## src/rtl/vga_scan_controller.sv

```systemverilog
// vga_scan_controller: 640x480@60 raster counters, latency-matched sync/blank and 3-bit to 24-bit colour for the DAC
module vga_scan_controller #(
    parameter int CLK_DIV  = 2,
    parameter int PIPE_LAT = 1,
    parameter int H_VIS    = 640,
    parameter int H_FP     = 16,
    parameter int H_SYNC   = 96,
    parameter int H_BP     = 48,
    parameter int V_VIS    = 480,
    parameter int V_FP     = 10,
    parameter int V_SYNC   = 2,
    parameter int V_BP     = 33
) (
    input  logic       clk,
    input  logic       rst,
    input  logic [2:0] color_in,
    input  logic       visible_in,
    output logic [9:0] pixelx,
    output logic [9:0] pixely,
    output logic       pix_tick,
    output logic       frame_start,
    output logic       vga_hsync,
    output logic       vga_vsync,
    output logic       vga_blank_n,
    output logic       vga_sync_n,
    output logic       vga_clk,
    output logic [7:0] vga_r,
    output logic [7:0] vga_g,
    output logic [7:0] vga_b
);
    localparam int H_TOT = H_VIS + H_FP + H_SYNC + H_BP;
    localparam int V_TOT = V_VIS + V_FP + V_SYNC + V_BP;
    localparam int DW    = CLK_DIV > 1 ? $clog2(CLK_DIV) : 1;
    localparam int D     = PIPE_LAT > 0 ? PIPE_LAT : 1;
    logic [DW-1:0] div;
    logic [9:0]    x_n, y_n, sx, sy;
    logic          last_x, last_y, hs_raw, vs_raw, act_raw, act_d;
    logic [2:0]    stage [D];
    logic [2:0]    nxt   [D];
    assign pix_tick    = div == DW'(CLK_DIV - 1);
    assign vga_clk     = 2 * int'(div) < CLK_DIV;
    assign vga_sync_n  = 1'b0;
    assign vga_hsync   = stage[D-1][2];
    assign vga_vsync   = stage[D-1][1];
    assign vga_blank_n = stage[D-1][0];
    always_comb begin
        last_x  = pixelx == 10'(H_TOT - 1);
        last_y  = pixely == 10'(V_TOT - 1);
        x_n     = last_x ? '0 : pixelx + 10'd1;
        y_n     = last_x ? (last_y ? '0 : pixely + 10'd1) : pixely;
        sx      = PIPE_LAT == 0 ? x_n : pixelx;
        sy      = PIPE_LAT == 0 ? y_n : pixely;
        hs_raw  = !(sx >= 10'(H_VIS + H_FP) && sx < 10'(H_VIS + H_FP + H_SYNC));
        vs_raw  = !(sy >= 10'(V_VIS + V_FP) && sy < 10'(V_VIS + V_FP + V_SYNC));
        act_raw = sx < 10'(H_VIS) && sy < 10'(V_VIS);
        nxt[0]  = {hs_raw, vs_raw, act_raw};
        for (int i = 1; i < D; i++) nxt[i] = stage[i-1];
        act_d   = nxt[D-1][0];
    end
    always_ff @(posedge clk) begin
        if (!rst) begin
            div         <= '0;
            pixelx      <= '0;
            pixely      <= '0;
            frame_start <= 1'b0;
            stage       <= '{default: 3'b110};
            vga_r       <= '0;
            vga_g       <= '0;
            vga_b       <= '0;
        end else begin
            div         <= pix_tick ? '0 : div + 1'b1;
            frame_start <= pix_tick && last_x && last_y;
            if (pix_tick) begin
                pixelx <= x_n;
                pixely <= y_n;
                stage  <= nxt;
                vga_r  <= {8{act_d & visible_in & color_in[2]}};
                vga_g  <= {8{act_d & visible_in & color_in[1]}};
                vga_b  <= {8{act_d & visible_in & color_in[0]}};
            end
        end
    end
endmodule
```

## config.mk

```make
export PLATFORM = sky130hd
export DESIGN_NAME = vga_scan_controller
export DESIGN_NICKNAME = d
export VERILOG_FILES = /design/src/rtl/vga_scan_controller.sv
export SDC_FILE = /design/constraint.sdc
export NUM_CORES = 1
export LEC_CHECK = 0
export ABC_AREA = 1
export BUFFER_PORTS_ARGS = -buffer_cell sky130_fd_sc_hd__buf_2
export CAP_MARGIN = 25
export CORE_MARGIN = 3
export CORE_UTILIZATION = 49
export DETAILED_ROUTE_END_ITERATION = 8
export PLACE_DENSITY_LB_ADDON = 0.25
export REMOVE_ABC_BUFFERS = 1
export SLEW_MARGIN = 10
export SYNTH_ARGS = -nofsm -noshare
export SYNTH_HDL_FRONTEND = slang
export SYNTH_SLANG_ARGS = --single-unit
```

## constraint.sdc

```tcl
create_clock -name clk -period 1.7 [get_ports clk]
set_clock_uncertainty 0.2 [all_clocks]
set_input_delay 0.255 -clock clk [delete_from_list [all_inputs] [get_ports clk]]
set_output_delay 0.255 -clock clk [all_outputs]
set_load 0.05 [all_outputs]
```

# Word-level counts from Yosys, hierarchy flattened
# Cells that the tools add are included.
[op_classes] div=0 n_mux=2 shifts=0 bitwise_logic=5 n_reduce_logical=9 mul=0 eq_ne=2 addsub=3 order_cmp=7
[ops] op="$add 10x1->10 const B" count=2
[ops] op="$eq 10x10->1 const B" count=2
[ops] op="$lt 10x10->1 const B" count=2
[ops] op="$lt 10x9->1 const B" count=2
[ops] op="$mux 10" count=2
[ops] op="$ge 10x10->1 const B" count=1
[ops] op="$ge 10x9->1 const B" count=1
[ops] op="$logic_and 1x1->1" count=5
[ops] op="$and 1x1->1" count=4
[ops] op="$logic_not 1->1" count=2
[ops] op="$lt 2x2->1 const B" count=1
[ops] op="$reduce_and 2->1" count=1
[ops] op="$reduce_or 2->1" count=1
[ops] op="$add 1x1->1 const B" count=1
[ops] op="$not 1->1" count=1
[totals] mem_bits_rw=0 latch_bits=0 mem_bits_ro=0 out_inout_bits=51 memories=0 ff_bits=28 inputBits=6

# Logic depth before layout (Yosys ltp)
# Gate-level depths: netlist (run 1).
[depth] depth_word=4 ltp_mapped=9 ltp_nobuf=9

# Least setup slack after synthesis (run 1)
# Ideal clock, no wire load.
[synth_path] path_kind="flip-flop to flip-flop" start="register pixelx[1]" end="register pixelx[8]" synth_period_minus_slack_ns=1.970 n_path_buf=0 setup_ns=0.117 path_slack_ns=-0.270 t_arrival_ns=1.653 stages_incl_launch_ff=9 required_ns=1.383 path_cell_list="dfxtp_1 ha_1 nand2_1 nor2_1 nand2_1 nor2_1 nand2_1 xor2_1 nor2_2"
[synth_via] elab_chain_cells=2 elab_cells_between_ends=3 cone_classes="add/sub (1); eq/ne (1); mux (1)"
[synth_lines] item="start, declared" line_no="18" source="output logic [9:0] pixelx,"
[synth_lines] item="start signal, assigned" line_no="74" source="pixelx <= x_n;"
[synth_lines] item="$add 10x1->10 / $eq 10x10->1 (equally long branches)" line_no="49, 47"
[synth_lines] item="$mux 10 (*)" line_no="49" source="x_n = last_x ? '0 : pixelx + 10'd1;"
# Every way passes the cells marked *; elsewhere a longest branch is shown, timed or not.
# A chain may end at the register's enable or synchronous reset.

# Worst setup path in the final report (run 1)
[layout_path] start="register pixelx[0]" end="register pixely[9]"
[layout_via] elab_chain_cells=2
[layout_lines] item="$eq 10x10->1" line_no="47" source="last_x = pixelx == 10'(H_TOT - 1);"
[layout_lines] item="$reduce_and 2->1 (no line)"
[layout_lines] item="end signal, assigned" line_no="75" source="pixely <= y_n;"
[layout_lines] item="end, declared" line_no="19" source="output logic [9:0] pixely,"
# Every way passes these cells.

==> summary.txt, run 1 <==
Floorplanning
  – Core area: ~3100 um^2
  – Die area: approximately 4000 um^2
  – Ports: 57
  – Die H: ~64 um
  – Starting Density: between 50% and 60%
  – # rows: 20
  – Die X: approximately 64 um

Clock network
  – H-tree levels: 1
  – CTS tree: done
  – CTS sink count: 28
  – Worst-skew pair later-pin latency: 0.34 ns
  – Postcts setup bufs: 0
  – CTS Buf Count: 3
  – Clk root buf: clkbuf_4
  – Longest Clk Path Bufs: 2
  – Clock transition at the registers of the reported paths: around 0.16 ns

Route
  – Residual DRC: 0
  – Pre-antenna DRT Iters: 4
  – DR vias/cell: just under 5
  – Iter 0 DRT Violations: 95
  – Total Routed Length: 3.842 mm
  – Vias: 1622
  – Antenna viol nets, final: 0
  – DR WL/cell: 11.68 um

Synth
  – Dominant cell type by area after synthesis: dfxtp_1
  – Syn Area/Cell: a little under 7 um^2
  – Ys Warns: 0
  – Share of the synthesized area in the top cell type: 34.57%
  – Count leader, synth: nand2_1
  – Seq cells post-synth: 28
  – Async set-reset flop share out of synthesis: 0%
  – Area of the mapped netlist: ~1600 um^2
  – Syn Inst Count: 235
  – Distinct cells, synth: 30
  – Register area share after synthesis: around a third
  – Prevailing post-synth register cell: dfxtp_1
  – Synth area leaders: dfxtp_1, nand2_1, buf_4, inv_1, nor2_1
  – Synth cell count leaders: nand2_1, dfxtp_1, inv_1
  – EDFF count, synth: 0

Pwr
  – Tot Pwr: 0.001342 W
  – Pint: around 0.00096 W
  – Pwr/cell area: approximately 650 nW/um^2
  – Combinational power share: 15.7%
  – Peak supply drop: about 0.35 mV
  – Switch share: between 20 and 30%
  – Leak pwr: 1.007 nW
  – Switch Pwr: ~0.00039 W
  – Reg power frac: 50.7%
  – Clk pwr share: between 30 and 40%

Critical path
  – Reg2Reg Capture Point: pixely[9]
  – Critical path's top delay family: simple AND/OR/NAND/NOR gates
  – Required time of the worst setup path: between 1.5 and 2 ns
  – CP max FO: 7
  – Crit path kind: flop to flop
  – Slowest stage delay, CP: between 0.3 and 0.4 ns
  – Crit start category: flop
  – Arrival @ worst endpoint: between 1.5 and 2 ns
  – CP bufs+invs: 1
  – Worst Setup End Kind: flop
  – Cell depth of the worst flop-to-flop path: 8
  – Slowest CP cell: dfxtp_2
  – R2R Path Start: pixelx[0]
  – Worst reg-to-reg setup slack: 0.07 ns
  – Crit path cell chain: ha_4 > nand2_4 > nor2_4 > nand4_4 > buf_8 > o21ai_2 > nand2_1 > nor2_1

STA
  – Final setup viols: 0
  – Worst hold margin: roughly 0.021 ns
  – Minimum clock period: 1.632 ns
  – Final Max Tran Viols: 0
  – Max Fclk: 0.6127 GHz
  – Final period utilization: 96.01%
  – Hold Fails Final Rpt: 0
  – RSZ-0062 raised after global routing: true

Place
  – Gpl congestion: between 0.8 and 0.9
  – Port bufs: 55
  – Placed cell areas: 1827 um^2
  – Detail Placement HPWL: between 2 and 3 mm

Global route
  – Grt total ovfl: 0
  – First-pass GRT wire length: 6.182 mm
  – Largest net degree at the start of global routing: 17
  – Vias in the first global route: approximately 1400
  – Initial antenna violation count: 0
  – GR Util All Layers: about 18%

Final layout
  – Design Area, Final: between 2000 and 2500 um^2
  – Antenna Cells: 0
  – Filler cell count: between 200 and 300
  – Area delta synth->final: 28.16%
  – Layout net count: a little under 300
  – Share of post-route cells with drive strength above 1: 36.84%

Hold path
  – Hold Path Stages: 3
  – HP Class: input port to flop
  – Hold EP: pixelx[0]
  – Start point of the worst hold path: rst

Status
  – Status: complete, no violations

Run
  – Max-cap violation count: 0
-- power groups by stage --
stage               clock network [W]   logic, W  registers, W
finish                       0.000451   0.000210      0.000680
global route                 0.000482   0.000221      0.000683
CTS                          0.000452   0.000207      0.000680
detailed placement                  0   0.000196      0.000693
global placement                    0   0.000195      0.000693
floorplan                           0  0.0000373      0.000797
-- layer usage --
layer,GRT usage (%),up-vias,share of wire [%]
li1,-,824,-
met1,25.36,725,45
met2,30.12,69,47
met3,3.565,4,7.9
met4,3.504,0,0.44
met5,0,-,0
-- cell usage in the layout, fill, tap and decap left out, drive strengths merged --
cell         Yosys  layout
a211oi           2       2
a21oi           13      13
a31oi            1       1
buf             25      64
bufinv           0       1
clkbuf           1       4
clkinvlp         0       2
conb             1       1
dfxtp           28      28
dlygate4sd3      0       6
ha               5       5
inv             30      30
nand2           53      53
nand3           15      15
nand4            4       4
nor2            30      30
nor3             9       9
nor3b            1       1
nor4             1       1
o21ai           10      10
o22ai            1       1
xor2             4       4
-- worst max path at each step --
stage	cells past startpoint	from	slack, ns	end
final	8	pixelx[0]	0.07	pixely[9]
after global routing	7	pixelx[4]	-0.04	pixely[9]
after CTS	1	pix_tick	0.008	pix_tick
after detailed placement	8	pixely[1]	0.09	pixely[8]
after global placement	8	pixely[1]	0.09	pixely[8]
after floorplan	2	vga_b[0]	-1.66	vga_b[0]
-- repair_timing --
item	CTS	global route
hold endpoints to repair	3	0
endpoints found under the setup margin	0	16
gates resized for setup	0	34
hold buffers	6	0
-- worst register-to-register path, cell delays in order, from the launching register on --
cell	delay [ns]
dfxtp_2	0.38
ha_4	0.16
nand2_4	0.06
nor2_4	0.13
nand4_4	0.20
buf_8	0.21
o21ai_2	0.10
nand2_1	0.06
nor2_1	0.07
-- per-stage QoR --
step	cells	setup TNS [ns]	setup WS, ns	util (%)
after detailed placement	317	0	0.08529	58.87
final	329	0	0.06783	66.98
after CTS	327	0	0.007901	62.50
after floorplan	209	-49.28	-1.662	-
after global placement	317	0	0.09383	58.87
after global routing	329	-0.1999	-0.04072	66.98
-- registers in the layout, indices dropped and copies added, names as in the netlist --
register and flops:
vga_r 1, pixely 10, pixelx 10, pix_tick 1, vga_g 1, vga_b 1, stage 3, frame_start 1
-- cell families (layout without fill, tap and decap cells) --
family,Yosys count,count (layout),synth area share [%]
compound gates,27,27,9.028
xor+xnor,4,4,2.160
fa+ha+maj,5,5,3.858
buf+inv,57,107,19.06
flops,28,28,34.57
other cells,1,1,0.2313
simple gates,113,113,31.10
-- area by class of cell --
| class | instances | area [um^2] | area share, % |
|---|---|---|---|
| Clock buffer | 3 | 22.52 | 1.084 |
| Clock inverter | 1 | 30.03 | 1.445 |
| Inverter | 31 | 120.1 | 5.780 |
| Multi-Input combinational cell | 150 | 830.8 | 39.98 |
| Sequential cell | 28 | 576.8 | 27.75 |
| Tap cell | 44 | 55.05 | 2.649 |
| Timing Repair Buffer | 71 | 435.4 | 20.95 |
| Timing Repair inverter | 1 | 7.507 | 0.3612 |
Power figures use the tool's default switching activity.
==> run 2: changes to the inputs <==
--- a/config.mk
+++ b/config.mk
@@ -8,8 +8,8 @@
 export ABC_AREA = 1
 export BUFFER_PORTS_ARGS = -buffer_cell sky130_fd_sc_hd__buf_2
 export CAP_MARGIN = 25
-export CORE_MARGIN = 3
 export CORE_UTILIZATION = 49
+export CTS_CLUSTER_SIZE = 30
 export DETAILED_ROUTE_END_ITERATION = 8
 export PLACE_DENSITY_LB_ADDON = 0.25
 export REMOVE_ABC_BUFFERS = 1
==> run 2 against run 1 <==
  * Register-to-register slack improved by 0.02 ns
  * First-iteration DRC count fell by 38%
  * Combinational power barely moved
  * Critical path depth fell by 6
  * Hold slack barely moved
  * Sequential cell count did not move
  * Clock-buffer cell count did not move
  * Cell count rose by 0.61%
  * Via count did not move
  * Power rose by 0.19%
  * Wire length fell by 5.1%
  * Critical endpoint is now pixely[6]
==> summary.txt, run 2 (synthesis results as in run 1) <==
Status
  – Status: complete, no violations

Final layout
  – Top flop regs: pixelx x10, pixely x10, stage x3
  – Commonest non-fill, non-tap cell in the layout: buf_2
  – Area delta synth->final: 24.54%
  – Antenna Cells: 0
  – FF/Latch Area: around 570 um^2
  – Area of the multi-input gates: a little under 800 um^2
  – Layout net count: about 300
  – Filler cell count: around 280
  – Share of post-route cells with drive strength above 1: around a third
  – Design Area, Final: about 2000 um^2
  – Commonest non-fill, non-tap cells in the layout: buf_2, nand2_1, inv_1, nor2_1, dfxtp_1

Critical path
  – Worst Setup End Kind: output pin
  – CP startpoint: pixely[6]
  – CP max FO: 5
  – Crit path kind: flop to output pin
  – Required time of the worst setup path: around 1.2 ns
  – Arrival @ worst endpoint: around 1.2 ns
  – R2R Path Start: pixelx[0]
  – Crit start category: flop

Global route
  – GRT busiest layer: met2
  – GR Util All Layers: 21.04%
  – Met1 Use GR: ~30%
  – Largest net degree at the start of global routing: 17
  – Met3 usage: about 3.3%
  – Grt total ovfl: 0
  – Vias in the first global route: between 1000 and 1500
  – First-pass GRT wire length: 5.609 mm
  – Initial antenna violation count: 0
  – Routing usage on met2: 32.10%

STA
  – Setup_tns: 0 ns
  – Worst Setup Slack, final: ~0.058 ns
  – Final Max Tran Viols: 0
  – Hold Fails Final Rpt: 0
  – Worst hold margin: about 0.021 ns
  – Final setup viols: 0
  – Max Fclk: 0.6088 GHz
  – Minimum clock period: 1.642 ns
  – Final period utilization: 96.62%

Hold path
  – HP Class: input port to flop
  – Start point of the worst hold path: rst

Run
  – Max-cap violation count: 0

Route
  – Iter 0 DRT Violations: roughly 60
  – Vias: ~1600
  – Pre-antenna DRT Iters: 4
  – Residual DRC: 0
  – DR vias/cell: about 4.9
  – Total Routed Length: between 3 and 4 mm
  – DR WL/cell: 11.02 um
  – Antenna viol nets, final: 0

Place
  – Port bufs: 55
  – Worst slack, placed: about 0.075 ns
  – Detail Placement HPWL: roughly 2.6 mm
  – Gpl congestion: around 0.8
  – Placed cell areas: ~1800 um^2

Clock network
  – Longest Clk Path Bufs: 2
  – Worst-skew pair later-pin latency: around 0.34 ns
  – Clock transition at the registers of the reported paths: ~0.15 ns
  – CTS tree: done
  – H-tree levels: 1
  – Clk root buf: clkbuf_4
  – CTS Buf Count: 3
  – CTS sink count: 28

Pwr
  – Tot Pwr: approximately 0.0013 W
  – Pwr/cell area: ~670 nW/um^2
  – Leak pwr: 0.9871 nW
  – Peak supply drop: about 0.42 mV

Floorplanning
  – Starting Density: between 50 and 60%
  – # rows: 20
  – Ports: 57
  – Core area: ~3100 um^2
  – Die area: between 3000 and 4000 um^2
  – Die H: ~60 um
  – Die X: 59.53 um
-- run 2: changes by cell type in the layout (fill, tap and decap cells not counted), sizes merged --
cell,previous run,this run
buf,64,66
-- run 2: power breakdown --
group | total, W | internal [W] | switching (W)
registers | 0.000681 | 0.000666 | 0.0000149
logic | 0.000212 | 0.0000537 | 0.000158
clock network | 0.000451 | 0.000239 | 0.000212
-- run 2: worst max-delay path, stage by stage, from the launching register on --
cell and delay [ns]:
dfxtp_1 0.43, buf_4 0.15, buf_2 0.25
-- run 2: per-layer routing --
| layer | share of wire, % | wire [um] |
|---|---|---|
| met5 | 0 | 0 |
| met2 | 44 | 1617 |
| met4 | 1.5 | 55 |
| met1 | 46 | 1695 |
| met3 | 7.6 | 278 |
-- run 2: worst paths after layout --
kind         slack [ns]  cells past startpoint         to
min reg2reg        0.28                      2   stage[0]
max                0.06                      2  pixely[6]
max reg2reg        0.09                      8  pixely[9]
min                0.02                      3  pixely[1]
-- run 2: final cells by class --
cell class	instances	area share [%]
Multi-Input combinational cell	150	38.91
Sequential cell	28	28.19
Timing Repair Buffer	73	21.25
Inverter	31	5.948
Tap cell	44	2.726
Clock inverter	1	1.487
Clock buffer	3	1.115
Timing Repair inverter	1	0.3717
-- run 2: timing repair --
item / in CTS / in global routing
setup buffers: 0 / 1
setup endpoints to repair: 0 / 15
hold buffers: 6 / 0
hold endpoints to repair: 3 / 0
gates resized for setup: 0 / 18
-- run 2: stage by stage --
step / util (%) / std cells
2_1_floorplan: - / 209
3_3_place_gp: 59.11 / 318
3_5_place_dp: 59.11 / 318
4_1_cts: 62.74 / 328
5_1_grt: 65.08 / 331
6_report: 65.08 / 331
